[config.mk]
export PLATFORM = sky130hd
export DESIGN_NAME = axi_burst_scheduler_flat
export DESIGN_NICKNAME = d
export VERILOG_FILES = /design/src/rtl/axi_burst_scheduler_if.sv /design/src/rtl/axi_burst_scheduler.sv /design/src/flat_wrapper.sv
export SDC_FILE = /design/constraint.sdc
export NUM_CORES = 1
export LEC_CHECK = 0
export BUFFER_PORTS_ARGS = -buffer_cell sky130_fd_sc_hd__buf_2
export CAP_MARGIN = 30
export CELL_PAD_IN_SITES_DETAIL_PLACEMENT = 1
export CELL_PAD_IN_SITES_GLOBAL_PLACEMENT = 2
export CORE_MARGIN = 1
export CORE_UTILIZATION = 39
export DETAILED_ROUTE_END_ITERATION = 16
export GPL_ROUTABILITY_DRIVEN = 0
export PLACE_DENSITY = 0.9
export SYNTH_ARGS = -nofsm -noshare
export SYNTH_HDL_FRONTEND = slang
export SYNTH_SLANG_ARGS = --single-unit
[constraint.sdc]
create_clock -name clk -period 15.7 [get_ports clk]
set_input_delay 4.71 -clock clk [delete_from_list [all_inputs] [get_ports clk]]
set_output_delay 4.71 -clock clk [all_outputs]
set_load 0.005 [all_outputs]
[src/rtl/axi_burst_scheduler_if.sv]
// Request and burst-command bundle between the descriptor front-end,
// the burst scheduler and the AW/AR + strobe datapath.
interface axi_burst_scheduler_if #(
    parameter int DATA_BYTES = 8,
    parameter int ADDR_W     = 32,
    parameter int LEN_W      = 13
);
    logic                  req_valid;
    logic                  req_ready;
    logic [ADDR_W-1:0]     req_addr;
    logic [LEN_W-1:0]      req_bytes;
    logic                  cmd_valid;
    logic                  cmd_ready;
    logic [ADDR_W-1:0]     cmd_addr;
    logic [7:0]            cmd_len;
    logic [DATA_BYTES-1:0] cmd_first_strb;
    logic [DATA_BYTES-1:0] cmd_last_strb;
    logic                  cmd_last;

    modport master (
        output req_valid, req_addr, req_bytes, cmd_ready,
        input  req_ready, cmd_valid, cmd_addr, cmd_len,
        input  cmd_first_strb, cmd_last_strb, cmd_last
    );

    modport slave (
        input  req_valid, req_addr, req_bytes, cmd_ready,
        output req_ready, cmd_valid, cmd_addr, cmd_len,
        output cmd_first_strb, cmd_last_strb, cmd_last
    );
endinterface

[src/rtl/axi_burst_scheduler.sv]
// Splits a byte-granular transfer into INCR bursts that respect the
// 4 KB boundary and MAX_BEATS, with first/last beat strobes.
module axi_burst_scheduler #(
    parameter int DATA_BYTES = 8,
    parameter int ADDR_W     = 32,
    parameter int LEN_W      = 13,
    parameter int MAX_BEATS  = 256
) (
    input  logic                 clk,
    input  logic                 rst,
    axi_burst_scheduler_if.slave bus,
    output logic                 busy,
    output logic                 done
);
    localparam int OW = $clog2(DATA_BYTES);
    localparam int CW = ((LEN_W > 15) ? LEN_W : 15) + 1;
    localparam logic [DATA_BYTES-1:0] ONES = '1;

    typedef enum logic [1:0] {
        IDLE,
        CALC,
        ISSUE,
        FINISH
    } state_t;

    state_t state, state_nxt;

    logic [ADDR_W-1:0]     addr_q;
    logic [LEN_W-1:0]      rem_q;
    logic [CW-1:0]         bb_q;
    logic [ADDR_W-1:0]     cmd_addr_q;
    logic [7:0]            cmd_len_q;
    logic [DATA_BYTES-1:0] first_q;
    logic [DATA_BYTES-1:0] last_strb_q;
    logic                  last_q;

    logic [OW-1:0]         off;
    logic [OW-1:0]         end_idx;
    logic [OW-1:0]         sh;
    logic [CW-1:0]         b4k;
    logic [CW-1:0]         bmax;
    logic [CW-1:0]         bb;
    logic [CW-1:0]         span;
    logic [CW-1:0]         beats;
    logic [DATA_BYTES-1:0] fs;
    logic [DATA_BYTES-1:0] ls;
    logic [DATA_BYTES-1:0] both;
    logic [7:0]            len_w;
    logic                  last_w;

    logic accept;
    logic hs;

    assign accept = (state == IDLE) && bus.req_valid;
    assign hs     = (state == ISSUE) && bus.cmd_ready;

    always_ff @(posedge clk or posedge rst) begin
        if (rst) state <= IDLE;
        else     state <= state_nxt;
    end

    always_comb begin
        state_nxt = state;
        unique case (state)
            IDLE: begin
                if (accept)
                    state_nxt = (bus.req_bytes == '0) ? FINISH : CALC;
            end
            CALC:   state_nxt = ISSUE;
            ISSUE: begin
                if (hs) state_nxt = last_q ? FINISH : CALC;
            end
            FINISH: state_nxt = IDLE;
            default: state_nxt = IDLE;
        endcase
    end

    // Burst size is the tightest of: bytes left, 4 KB page, beat limit.
    always_comb begin
        off  = addr_q[OW-1:0];
        b4k  = CW'(13'h1000 - {1'b0, addr_q[11:0]});
        bmax = CW'(MAX_BEATS * DATA_BYTES) - CW'(off);
        bb   = CW'(rem_q);
        if (b4k < bb)  bb = b4k;
        if (bmax < bb) bb = bmax;
        span    = CW'(off) + bb;
        beats   = (span + CW'(DATA_BYTES - 1)) >> OW;
        end_idx = span[OW-1:0] - OW'(1);
        sh      = OW'(DATA_BYTES - 1) - end_idx;
        fs      = ONES << off;
        ls      = ONES >> sh;
        both    = fs & ls;
        if (beats == CW'(1)) begin
            fs = both;
            ls = both;
        end
        len_w  = 8'(beats - CW'(1));
        last_w = (CW'(rem_q) == bb);
    end

    always_ff @(posedge clk or posedge rst) begin
        if (rst) begin
            addr_q      <= '0;
            rem_q       <= '0;
            bb_q        <= '0;
            cmd_addr_q  <= '0;
            cmd_len_q   <= '0;
            first_q     <= '0;
            last_strb_q <= '0;
            last_q      <= 1'b0;
        end else begin
            if (accept) begin
                addr_q <= bus.req_addr;
                rem_q  <= bus.req_bytes;
            end
            if (state == CALC) begin
                bb_q        <= bb;
                cmd_addr_q  <= addr_q;
                cmd_len_q   <= len_w;
                first_q     <= fs;
                last_strb_q <= ls;
                last_q      <= last_w;
            end
            if (hs) begin
                addr_q <= addr_q + ADDR_W'(bb_q);
                rem_q  <= rem_q - LEN_W'(bb_q);
            end
        end
    end

    assign bus.req_ready      = (state == IDLE);
    assign bus.cmd_valid      = (state == ISSUE);
    assign bus.cmd_addr       = cmd_addr_q;
    assign bus.cmd_len        = cmd_len_q;
    assign bus.cmd_first_strb = first_q;
    assign bus.cmd_last_strb  = last_strb_q;
    assign bus.cmd_last       = last_q;
    assign busy               = (state != IDLE);
    assign done               = (state == FINISH);
endmodule

[src/flat_wrapper.sv]
// flat-port wrapper written by rule: the top's interface ports become plain ports
module axi_burst_scheduler_flat 
#(
    parameter int DATA_BYTES = 8,
    parameter int ADDR_W     = 32,
    parameter int LEN_W      = 13,
    parameter int MAX_BEATS  = 256
)
  (clk, rst, busy, done, bus_req_valid, bus_req_addr, bus_req_bytes, bus_cmd_ready, bus_req_ready, bus_cmd_valid, bus_cmd_addr, bus_cmd_len, bus_cmd_first_strb, bus_cmd_last_strb, bus_cmd_last);
  axi_burst_scheduler_if #(.DATA_BYTES(DATA_BYTES), .ADDR_W(ADDR_W), .LEN_W(LEN_W)) bus_i ();
  input  logic clk;
  input  logic rst;
  output logic busy;
  output logic done;
  input wire logic [$bits(bus_i.req_valid)-1:0] bus_req_valid;
  input wire logic [$bits(bus_i.req_addr)-1:0] bus_req_addr;
  input wire logic [$bits(bus_i.req_bytes)-1:0] bus_req_bytes;
  input wire logic [$bits(bus_i.cmd_ready)-1:0] bus_cmd_ready;
  output wire logic [$bits(bus_i.req_ready)-1:0] bus_req_ready;
  output wire logic [$bits(bus_i.cmd_valid)-1:0] bus_cmd_valid;
  output wire logic [$bits(bus_i.cmd_addr)-1:0] bus_cmd_addr;
  output wire logic [$bits(bus_i.cmd_len)-1:0] bus_cmd_len;
  output wire logic [$bits(bus_i.cmd_first_strb)-1:0] bus_cmd_first_strb;
  output wire logic [$bits(bus_i.cmd_last_strb)-1:0] bus_cmd_last_strb;
  output wire logic [$bits(bus_i.cmd_last)-1:0] bus_cmd_last;
  assign bus_i.req_valid = bus_req_valid;
  assign bus_i.req_addr = bus_req_addr;
  assign bus_i.req_bytes = bus_req_bytes;
  assign bus_i.cmd_ready = bus_cmd_ready;
  assign bus_req_ready = bus_i.req_ready;
  assign bus_cmd_valid = bus_i.cmd_valid;
  assign bus_cmd_addr = bus_i.cmd_addr;
  assign bus_cmd_len = bus_i.cmd_len;
  assign bus_cmd_first_strb = bus_i.cmd_first_strb;
  assign bus_cmd_last_strb = bus_i.cmd_last_strb;
  assign bus_cmd_last = bus_i.cmd_last;
  axi_burst_scheduler #(.DATA_BYTES(DATA_BYTES), .ADDR_W(ADDR_W), .LEN_W(LEN_W), .MAX_BEATS(MAX_BEATS)) u_core (.clk(clk), .rst(rst), .bus(bus_i), .busy(busy), .done(done));
endmodule
**Word level (Yosys, flattened, before mapping)**

Cells that the tools add are included.

- Divide/modulo/power cells: 0
- Order comparisons: 2
- Equal/unequal tests: 7
- Shift operators: 2
- Add/subtract/negate cells: 9
- Bitwise operators: 1
- Muxes and demuxes: 13
- Reduce and logical (&&, ||, !) cells: 7
- Multipliers: 0

Operators with widths:

| operator | count |
|---|---|
| $mux 32 | 2 |
| $add 32x16->32 | 1 |
| $mux 16 | 2 |
| $mux 13 | 2 |
| $add 16x3->16 const B | 1 |
| $add 3x16->16 | 1 |
| $eq 13x16->1 | 1 |
| $lt 16x13->1 | 1 |
| $lt 16x16->1 | 1 |
| $mux 8 | 2 |
| $sub 13x12->14 const A | 1 |
| $eq 13x1->1 const B | 1 |
| $logic_not 13->1 | 1 |
| $sub 12x3->13 const A | 1 |
| $sub 13x13->13 | 1 |
| $and 8x8->8 | 1 |
| $mux 2 | 4 |
| $pmux 2 s4 | 1 |
| $shl 8x3->8 const A | 1 |
| $shr 8x3->8 const A | 1 |
| $sub 8x1->8 const B | 1 |
| $eq 2x2->1 const B | 2 |
| $ne 2x1->1 const B | 2 |
| $reduce_bool 2->1 | 2 |
| 6 further kinds | 7 |

- Memories: 0
- Output and inout bits: 61
- Bits in read-only memories: 0
- Bits of input ports: 49
- Bits in latches: 0
- Logic and storage cells: 50
- RAM bits: 0
- Bits in registers: 120

**Depth between registers and ports, before layout**

Gate-level depths: netlist (run 1).

- Depth after elaboration: 11
- Gate-level depth with buffers: 41

**Worst setup path after synthesis (run 1)**

No wires, ideal clock.

- Path type: register to register
- Start point: reg u_core.addr_q[1]
- End point: reg u_core.first_q[2], in the netlist u_core.bus.cmd_first_strb[2]
- Library setup time: 0.118 ns
- Arrival: 7.877 ns
- Setup slack: 7.705 ns
- Buffers on the path: 5
- Period minus slack after synthesis: 7.995 ns
- Stages on the path, launching flop included: 41
- Cells stage by stage: dfrtp_1 > inv_1 > ha_1 > nor3b_1 > nand2_1 > nor4_1 > xnor2_1 > ha_1 > and3_4 > nand3_1 > a211o_1 > nand3_1 > buf_6 > mux2i_1 > ha_1 > a211o_1 > a21oi_2 > o2111ai_2 > [5 not listed] > o21ai_0 > ha_1 > inv_1 > fa_1 > inv_1 > a21o_1 > a21boi_0 > mux2i_2 > nand2_1 > xor2_1 > ha_1 > nand3_1 > nor4b_1 > and4_4 > buf_6 > buf_6 > a311oi_1 > a21o_1

- Cells in the longest elaborated chain, start to end: 11

Ends and longest elaborated chain:

| item | RTL line | RTL |
|---|---|---|
| start, declared | axi_burst_scheduler.sv:28 | `logic [ADDR_W-1:0] addr_q;` |
| start signal, assigned | axi_burst_scheduler.sv:113 | `addr_q <= bus.req_addr;` |
| start signal, assigned | axi_burst_scheduler.sv:125 | `addr_q <= addr_q + ADDR_W'(bb_q);` |
| $sub 13x12->14 | axi_burst_scheduler.sv:81 | `b4k = CW'(13'h1000 - {1'b0, addr_q[11:0]});` |
| $lt 16x13->1 | axi_burst_scheduler.sv:84 | `if (b4k < bb) bb = b4k;` |
| $mux 16 | axi_burst_scheduler.sv:84 |  |
| $lt 16x16->1 | axi_burst_scheduler.sv:85 | `if (bmax < bb) bb = bmax;` |
| $mux 16 * | axi_burst_scheduler.sv:85 |  |
| named net u_core.bb[0] | axi_burst_scheduler.sv:42 | `logic [CW-1:0] bb;` |
| $add 3x16->16 * | axi_burst_scheduler.sv:86 | `span = CW'(off) + bb;` |
| $sub 3x1->3 | axi_burst_scheduler.sv:88 | `end_idx = span[OW-1:0] - OW'(1);` |
| $sub 3x3->3 | axi_burst_scheduler.sv:89 | `sh = OW'(DATA_BYTES - 1) - end_idx;` |
| $shr 8x3->8 | axi_burst_scheduler.sv:91 | `ls = ONES >> sh;` |
| $and 8x8->8 | axi_burst_scheduler.sv:92 | `both = fs & ls;` |
| $mux 8 * | axi_burst_scheduler.sv:93 | `if (beats == CW'(1)) begin` |
| end signal, assigned | axi_burst_scheduler.sv:120 | `first_q <= fs;` |
| end, declared | axi_burst_scheduler.sv:33 | `logic [DATA_BYTES-1:0] first_q;` |

The timed path passes the listed nets; every way through them passes the cells marked *.
A chain may end at the register's enable or synchronous reset.

**Worst setup path after layout (run 1)**

- Start point: reg u_core.addr_q[1]
- End point: reg u_core.last_strb_q[5], in the netlist u_core.bus.cmd_last_strb[5]

- Cells in the longest elaborated chain, start to end: 11

Ends and longest elaborated chain:

| item | RTL line | RTL |
|---|---|---|
| $sub 13x12->14 | axi_burst_scheduler.sv:81 |  |
| $lt 16x13->1 | axi_burst_scheduler.sv:84 |  |
| $mux 16 | axi_burst_scheduler.sv:84 |  |
| $lt 16x16->1 | axi_burst_scheduler.sv:85 |  |
| $mux 16 * | axi_burst_scheduler.sv:85 |  |
| named net u_core.bb[0] | axi_burst_scheduler.sv:42 |  |
| $add 3x16->16 * | axi_burst_scheduler.sv:86 |  |
| $sub 3x1->3 | axi_burst_scheduler.sv:88 |  |
| $sub 3x3->3 | axi_burst_scheduler.sv:89 |  |
| $shr 8x3->8 | axi_burst_scheduler.sv:91 |  |
| $and 8x8->8 | axi_burst_scheduler.sv:92 |  |
| $mux 8 * | axi_burst_scheduler.sv:93 |  |
| end signal, assigned | axi_burst_scheduler.sv:121 | `last_strb_q <= ls;` |
| end, declared | axi_burst_scheduler.sv:34 | `logic [DATA_BYTES-1:0] last_strb_q;` |

Marks and branches as above.

==> results.md, run 1 <==
- Crit path largest cell delay: just under 0.7 ns
- TritonCTS clock tree: done
- Headroom to the max-slew limit: ~33%
- Worst Path Required: roughly 16 ns
- Synth Area per Inst: about 8.7 sq um
- Syn_nets: approximately 1,100
- Slew Limit Fails: 0
- Area growth syn-to-layout: 17.0%
- Fill cells: around 2,500
- Max Clock Skew: a little over 0.01 ns
- Max cap viols: 0
- Setup ws final: 5.83 ns
- Area fraction of the dominant cell type after synthesis: ~35%
- WP data arrival: between 10 and 15 ns
- Cts hold-fix bufs: 0
- Total Routing Usage GR: between 20% and 30%
- TritonCTS Buffers: 17
- Ys flop type: dfrtp_1
- Hold EP: u_core.bus.cmd_len[3]$_DFFE_PP0P_
- # nets final: around 1,200
- Average wire per standard cell: 20.0 um
- Syn Inst Count: between 900 and 1,000
- Unique masters post-synth: slightly above 80
- Hold Crit Class: flop to flop
- Initial core utilization: between 40% and 50%
- Routed WL: roughly 27 mm
- Crit. End Element: flop
- Worst Max-Slew Pin Slew: 1.00 ns
- Bufs on Longest Clock Path: 2
- #FFs+latches synth: 117
- Residual DRC: 0
- Worst skew pair latency: approximately 0.42 ns
- Antenna violations before repair: 0
- R2R Path Start: u_core.addr_q[1]$_DFFE_PP0P_
- Total grt overflow: 0
- Sequential area share after synthesis: 35.3%
- Hold_sp: u_core.bus.cmd_len[3]$_DFFE_PP0P_
- Mapped Area: roughly 0.0083 sq mm
- Ports: 110
- Antenna cells: 0
- First-pass GRT wire length: roughly 43 mm
- Status: completed
- TNS Setup: 0 ns
- PostCTS Resize Cnt: 0
- Vias/cell: 5.70
- Die Y: ~150 um
- Row count: 52
- Setup Viol. Count Final: 0
- Setup bufs post-CTS: 0
- RSZ-0062 raised after global routing: false
- DP Wirelength: between 15 and 20 mm
- Fmax: 0.101 GHz
- Iteration-0 DRC Markers: approximately 360
- Root Driver: clkbuf_16
- Core box area: between 0.02 and 0.025 sq mm
- Flop2flop setup slack: about 6 ns
- Pre-CTS WS: about 5.9 ns
- Post-DRT Antenna Nets: 0
- Final hold viol count: 0
- R2R depth: 34
- Number of global-route vias before repair: about 8,000
- Post-synth EDFFs: 0
- CTS sink count: 117
- Synth area leader: dfrtp_1
- DIE WIDTH: around 150 um
- I/O Buffers: around 110
- Clock-pin slew on the worst setup and hold paths: 0.06 ns
- Pin count of the biggest net entering global routing: slightly above 90
- Total die area: 0.0218 sq mm
- CP Launch Type: flop
- Critical path's slowest cell: a22o_1
- CP most frequent cell: ha_1
- Post-route clock period utilization: a little over three fifths
- Largest fanout on the critical path: 19
- Post-synthesis async set-or-reset flop share: 100%
- Syn. warnings: 0
- Period minus WS final: 9.87 ns
- Critical setup path kind: flop to flop
- Share of post-route cells with drive strength above 1: around 18%
- Worst hold path stage count: 2
- FF-to-FF End: u_core.bus.cmd_last_strb[5]$_DFFE_PP0P_
- Synth area leaders: dfrtp_1 (35%), ha_1 (9.4%), nand2_1 (8.3%)
- Vias: 7,576
- H-tree Lvls: 4
- Drt first pass iters: 5
cells in the final DEF, fill, tap and decap left out, types with 4 or more instances in the layout:
| cell | Yosys | routed |
|---|---|---|
| nor3b_1 | 5 | 5 |
| a311oi_1 | 9 | 9 |
| inv_6 | 0 | 5 |
| or3_1 | 5 | 5 |
| a22oi_1 | 12 | 12 |
| a221oi_1 | 5 | 5 |
| o31ai_1 | 7 | 7 |
| a211o_1 | 4 | 4 |
| a31oi_1 | 14 | 14 |
| a211oi_1 | 10 | 10 |
| a21boi_0 | 5 | 5 |
| o311ai_0 | 8 | 8 |
| buf_2 | 2 | 109 |
| o21ai_0 | 59 | 59 |
| nand4_1 | 15 | 15 |
| nor3_1 | 12 | 12 |
| xor2_1 | 20 | 20 |
| and3_1 | 11 | 11 |
| buf_4 | 1 | 9 |
| a221oi_2 | 6 | 6 |
| ha_1 | 62 | 62 |
| and2_1 | 13 | 14 |
| dfrtp_1 | 117 | 117 |
| or2_2 | 4 | 4 |
| nand2_1 | 184 | 184 |
| a221o_1 | 4 | 4 |
| o211ai_1 | 7 | 7 |
| xnor2_1 | 35 | 35 |
| nor4_1 | 5 | 5 |
| clkbuf_16 | 0 | 17 |
| nor2b_1 | 6 | 5 |
| inv_1 | 58 | 57 |
| a21oi_1 | 31 | 31 |
| nor2_1 | 46 | 45 |
| mux2i_1 | 15 | 15 |
| nand2b_1 | 7 | 6 |
| nand3_1 | 20 | 20 |
| a21o_1 | 22 | 22 |
| o22ai_1 | 4 | 4 |
registers in the layout, summed over array words and instances, names as in the netlist:
register,cells
u_core.bus.cmd_first_strb,8
u_core.bus.cmd_addr,32
u_core.bb_q,13
u_core.bus.cmd_last_strb,8
u_core.bus.cmd_len,8
u_core.addr_q,32
u_core.state,2
u_core.rem_q,13
u_core.bus.cmd_last,1
worst max-delay path: cells and delay by family, from the launching register on:
kind,cells,cell delay (ns)
fa+ha+maj,6,1.54
mux,2,0.94
xor+xnor,2,0.47
simple gates,10,2.77
flops,1,0.50
compound gates,10,2.96
buf+inv,4,0.53
worst max path at each step:
stage	slack (ns)	startpoint	end	depth (start not counted)
final	5.83	u_core.addr_q[1]$_DFFE_PP0P_	u_core.bus.cmd_last_strb[5]$_DFFE_PP0P_	34
after global routing	5.11	u_core.addr_q[1]$_DFFE_PP0P_	u_core.bus.cmd_last_strb[5]$_DFFE_PP0P_	29
after CTS	5.89	u_core.addr_q[1]$_DFFE_PP0P_	u_core.bus.cmd_last_strb[5]$_DFFE_PP0P_	29
after detailed placement	5.93	u_core.addr_q[1]$_DFFE_PP0P_	u_core.bus.cmd_last_strb[5]$_DFFE_PP0P_	29
after global placement	6.29	u_core.addr_q[1]$_DFFE_PP0P_	u_core.bus.cmd_last_strb[6]$_DFFE_PP0P_	29
after floorplan	7.70	u_core.addr_q[1]$_DFFE_PP0P_	u_core.bus.cmd_first_strb[2]$_DFFE_PP0P_	40
Yosys cell counts (20+ instances only):
| library cell | n |
|---|---|
| inv_1 | 58 |
| a21oi_1 | 31 |
| a21o_1 | 22 |
| nand3_1 | 20 |
| nand2_1 | 184 |
| xnor2_1 | 35 |
| o21ai_0 | 59 |
| xor2_1 | 20 |
| dfrtp_1 | 117 |
| ha_1 | 62 |
| nor2_1 | 46 |
| clkbuf_1 | 35 |
cells by family (layout without fill, tap and decap cells):
| family | after synthesis | after routing | synth area share, % |
|---|---|---|---|
| and+or+nand+nor | 354 | 354 | 20.1 |
| AOI/OAI and AO/OA | 241 | 241 | 21.5 |
| DFF | 117 | 117 | 35.3 |
| buffers and inverters | 101 | 209 | 4.92 |
| adders and majority gates | 65 | 65 | 10.1 |
| xor gates and xnor gates | 55 | 55 | 5.81 |
| muxes | 18 | 18 | 2.25 |
cell type report:
type / count / area [sq um] / share of cell area (%)
clock buffers: 18 / 439 / 4.53
clock inverters: 13 / 171 / 1.77
inverters: 59 / 224 / 2.31
multi-input cells: 733 / 4970 / 51.2
flip-flops and latches: 117 / 2930 / 30.2
well taps: 270 / 338 / 3.48
repair buffers: 119 / 628 / 6.48
per-layer routing:
layer  share of wire, %  track usage (%)  up-vias  wire length [um]
li1                   -                -     3592                 -
met5                  0                0        -                 0
met4                1.4             6.44        0               374
met2                 48             42.4      187             12800
met3                4.3             3.33       24              1150
met1                 46             34.7     3773             12300
per-stage QoR:
step | instances | utilization, % | instance area (sq um) | hold WS, ns
detailed placement | 1298 | 44.2 | 9080 | 0.460
floorplan | 951 | - | 8280 | 0.453
global route | 1329 | 47.2 | 9690 | 0.490
finish | 1329 | 47.2 | 9690 | 0.464
CTS | 1329 | 47.2 | 9690 | 0.475
global placement | 1297 | 44.1 | 9070 | 0.449
Power of run 1 is not shown: default switching activity piles up to over one toggle a cycle in this logic, so the estimate is an artifact.
==> run 2: changes to the inputs <==
Settings changed: ABC_AREA set to 1, CORE_UTILIZATION 39 to 34, PLACE_DENSITY 0.9 to 0.85.
Clock period 15.7 ns to 9.35 ns, I/O delays scaled along.
==> run 2 against run 1 <==
Effect of this change: core utilization fell by 6.2 points; largest cell class unchanged; maximum frequency rose by 23%; hold slack improved by 0.0064 ns; cell count rose by 17%; die area rose by 15%; sequential cell count did not move; via count rose by 3.0%.
==> results.md, run 2 <==
- Total die area: 0.0251 sq mm (+15%)
- Core box area: 0.0237 sq mm (+15%)
- Delay-heaviest family, CP: simple AND/OR/NAND/NOR gates
- Max cap viols: 0 (unchanged)
- Ports: 110 (unchanged)
- WP data arrival: 8.32 ns (-1.84 ns)
- Setup bufs post-CTS: 0 (unchanged)
- RSZ-0062 raised after global routing: false
- CTS sink count: 117 (unchanged)
- Hold EP: u_core.bus.cmd_last_strb[6]$_DFFE_PP0P_
- DP Wirelength: 19.4 mm (-2.2%)
- Crit. End Element: flop
- Drt first pass iters: 5 (unchanged)
- TritonCTS Buffers: 17 (unchanged)
- R2R depth: 39 (+15%)
- Post-DRT Antenna Nets: 0 (unchanged)
- Vias/cell: 5.00 (-12%)
- Hold Crit Class: flop to flop
- Worst hold path stage count: 2 (unchanged)
- Synth area leaders: dfrtp_1 (35%), nand2_1 (13%), ha_1 (9.3%)
- Commonest non-fill, non-tap cell in the layout: nand2_1
- Worst Path Required: 9.66 ns (-6.34 ns)
- Total Routing Usage GR: 22.1% (-3.3 points)
- FF-to-FF End: u_core.bus.cmd_last_strb[4]$_DFFE_PP0P_
- Slew Limit Fails: 0 (unchanged)
- Post-route clock period utilization: 85.6% (+23 points)
- Ys flop type: dfrtp_1
- Post-synth EDFFs: 0 (unchanged)
- Final hold viol count: 0 (unchanged)
- Area growth syn-to-layout: 16.9%
- Synth cell count leaders: nand2_1 (287), inv_1 (151), dfrtp_1 (117), o21ai_0 (96), nor2_1 (92)
- Largest fanout on the critical path: 24 (+5)
- Area of the multi-input gates: 0.00463 sq mm (-6.8%)
- Final core utilization: 41.0% (-6.2 points)
- Vias: 7,803 (+3.0%)
- DIE WIDTH: 158 um (+7.1%)
- Synth area leader: dfrtp_1
- Residual DRC: 0 (unchanged)
- Average wire per standard cell: 16.5 um (-17%)
- First-pass GRT wire length: 42.8 mm (-0.40%)
- Die Y: 158 um (+7.1%)
- DP Area: 0.00916 sq mm (+0.79%)
- Count leader, synth: nand2_1
- Cts hold-fix bufs: 0 (unchanged)
- Sequential area share after synthesis: 35.3% (-0.091 points)
- Initial core utilization: 35.1% (-5.2 points)
- Final hold slack: 0.471 ns (+0.00637 ns)
- Bufs on Longest Clock Path: 2 (unchanged)
- Period minus WS final: 8.01 ns (-1.86 ns)
- Crit path largest cell delay: 0.67 ns (-0.02 ns)
- H-tree Lvls: 4 (unchanged)
- # nets final: 1,341 (+16%)
- Critical setup path kind: flop to flop
- Share of post-route cells with drive strength above 1: 17.3% (-0.70 points)
- Most frequent cells in the layout: nand2_1 (287), inv_1 (149), dfrtp_1 (117)
- Fin area: 0.00971 sq mm (+0.12%)
- CP Launch Type: flop
- Post-synthesis async set-or-reset flop share: 100% (unchanged)
- Root Driver: clkbuf_16
- Max Clock Skew: 0.0117 ns (+0.00163 ns)
- Area fraction of the dominant cell type after synthesis: 35.3% (-0.091 points)
- Critical path buffer and inverter count: 6 (+2)
- Routed WL: 25.8 mm (-3.1%)
- Syn Inst Count: 1,127 (+19%)
- Syn_nets: 1,241 (+17%)
- Worst skew pair latency: 0.43 ns (about the same)
- Critical path's slowest cell: nor2_2
- Headroom to the max-slew limit: 40.2% (+7.1 points)
- Unique masters post-synth: 45 (-45%)
- Setup Viol. Count Final: 0 (unchanged)
- Iteration-0 DRC Markers: 252 (-30%)
- Row count: 56 (+7.7%)
- Reg area: 0.00293 sq mm (unchanged)
- TNS Setup: 0 ns (unchanged)
- #FFs+latches synth: 117 (unchanged)
- Syn. warnings: 0 (unchanged)
- Flop2flop setup slack: 1.34 ns (-4.49 ns)
- Synth Area per Inst: 7.37 sq um (-15%)
- I/O Buffers: 109 (unchanged)
- Hold_sp: u_core.bus.cmd_last_strb[6]$_DFFE_PP0P_
- Number of global-route vias before repair: 8,249 (+5.7%)
- Worst Max-Slew Pin Slew: 0.897 ns (-0.106 ns)
- Status: completed
- R2R Path Start: u_core.addr_q[2]$_DFFE_PP0P_
- Fill cells: 3,069 (+22%)
- Fmax: 0.125 GHz (+23%)
- Clock-pin slew on the worst setup and hold paths: 0.06 ns (about the same)
- Antenna violations before repair: 3 (+3)
- Pin count of the biggest net entering global routing: 87 (-5.4%)
- Total grt overflow: 0 (unchanged)
- TritonCTS clock tree: done
- Mapped Area: 0.00831 sq mm (+0.26%)
- PostCTS Resize Cnt: 0 (unchanged)
run 2: changes by cell type in the layout (fill, tap and decap cells not counted), sizes merged, moves of 22 or more:
cell   previous run  this run
nand2           184       306
inv              64       165
nor2             46       101
o21ai            63        99
a21oi            32        61
xnor2            35         6
nand3            21        46
a21o             22         0
run 2: logic make-up after synthesis:
kind of cell,Yosys count,share of synthesized area [%]
DFF,117,35.3
and+or+nand+nor,503,27.5
xor gates and xnor gates,30,3.16
AOI/OAI and AO/OA,218,15.0
adders and majority gates,65,10.1
buffers and inverters,194,9.07
run 2: worst max path at each step:
| stage | from | slack, ns | end | cells after the start |
|---|---|---|---|---|
| after floorplan | u_core.addr_q[2]$_DFFE_PP0P_ | 2.70 | u_core.bus.cmd_first_strb[3]$_DFFE_PP0P_ | 46 |
| after global placement | u_core.addr_q[1]$_DFFE_PP0P_ | 1.53 | u_core.bus.cmd_last_strb[6]$_DFFE_PP0P_ | 40 |
| after detailed placement | u_core.addr_q[1]$_DFFE_PP0P_ | 1.35 | u_core.bus.cmd_last_strb[5]$_DFFE_PP0P_ | 41 |
| after CTS | u_core.addr_q[2]$_DFFE_PP0P_ | 1.28 | u_core.bus.cmd_last_strb[5]$_DFFE_PP0P_ | 40 |
| after global routing | u_core.addr_q[2]$_DFFE_PP0P_ | 0.54 | u_core.bus.cmd_last_strb[6]$_DFFE_PP0P_ | 40 |
| final | u_core.addr_q[2]$_DFFE_PP0P_ | 1.34 | u_core.bus.cmd_last_strb[4]$_DFFE_PP0P_ | 39 |
run 2: cell type report:
class                   instances  area share (%)
diodes                          1          0.0258
clock buffers                  18            4.42
multi-input cells             816            47.7
flip-flops and latches        117            30.2
inverters                     159            6.19
repair buffers                116            6.16
clock inverters                14            1.22
well taps                     319            4.11
run 2: routing by layer:
layer,vias to the layer above,part of all wire [%],track usage [%]
met3,25,4.0,4.57
met1,3762,47,28.1
li1,3886,-,-
met2,126,48,37.9
met5,-,0.089,0
met4,4,1.3,5.45
run 2: per-stage QoR:
step	instances	worst slack [ns]
floorplan	1127	2.70
global placement	1527	1.53
detailed placement	1527	1.35
CTS	1559	1.28
global route	1560	0.541
finish	1560	1.34
run 2: worst register-to-register path: cells and delay by family (launching register included):
| family | cells | cell delay, ns |
|---|---|---|
| AO/OA/AOI/OAI | 6 | 1.61 |
| XOR/XNOR | 2 | 0.41 |
| adder cells (fa/ha/maj) | 3 | 1.08 |
| buffers and inverters | 6 | 0.76 |
| flip-flops | 1 | 0.53 |
| AND/OR/NAND/NOR | 22 | 3.50 |
Power of run 2 is left out for the same reason.
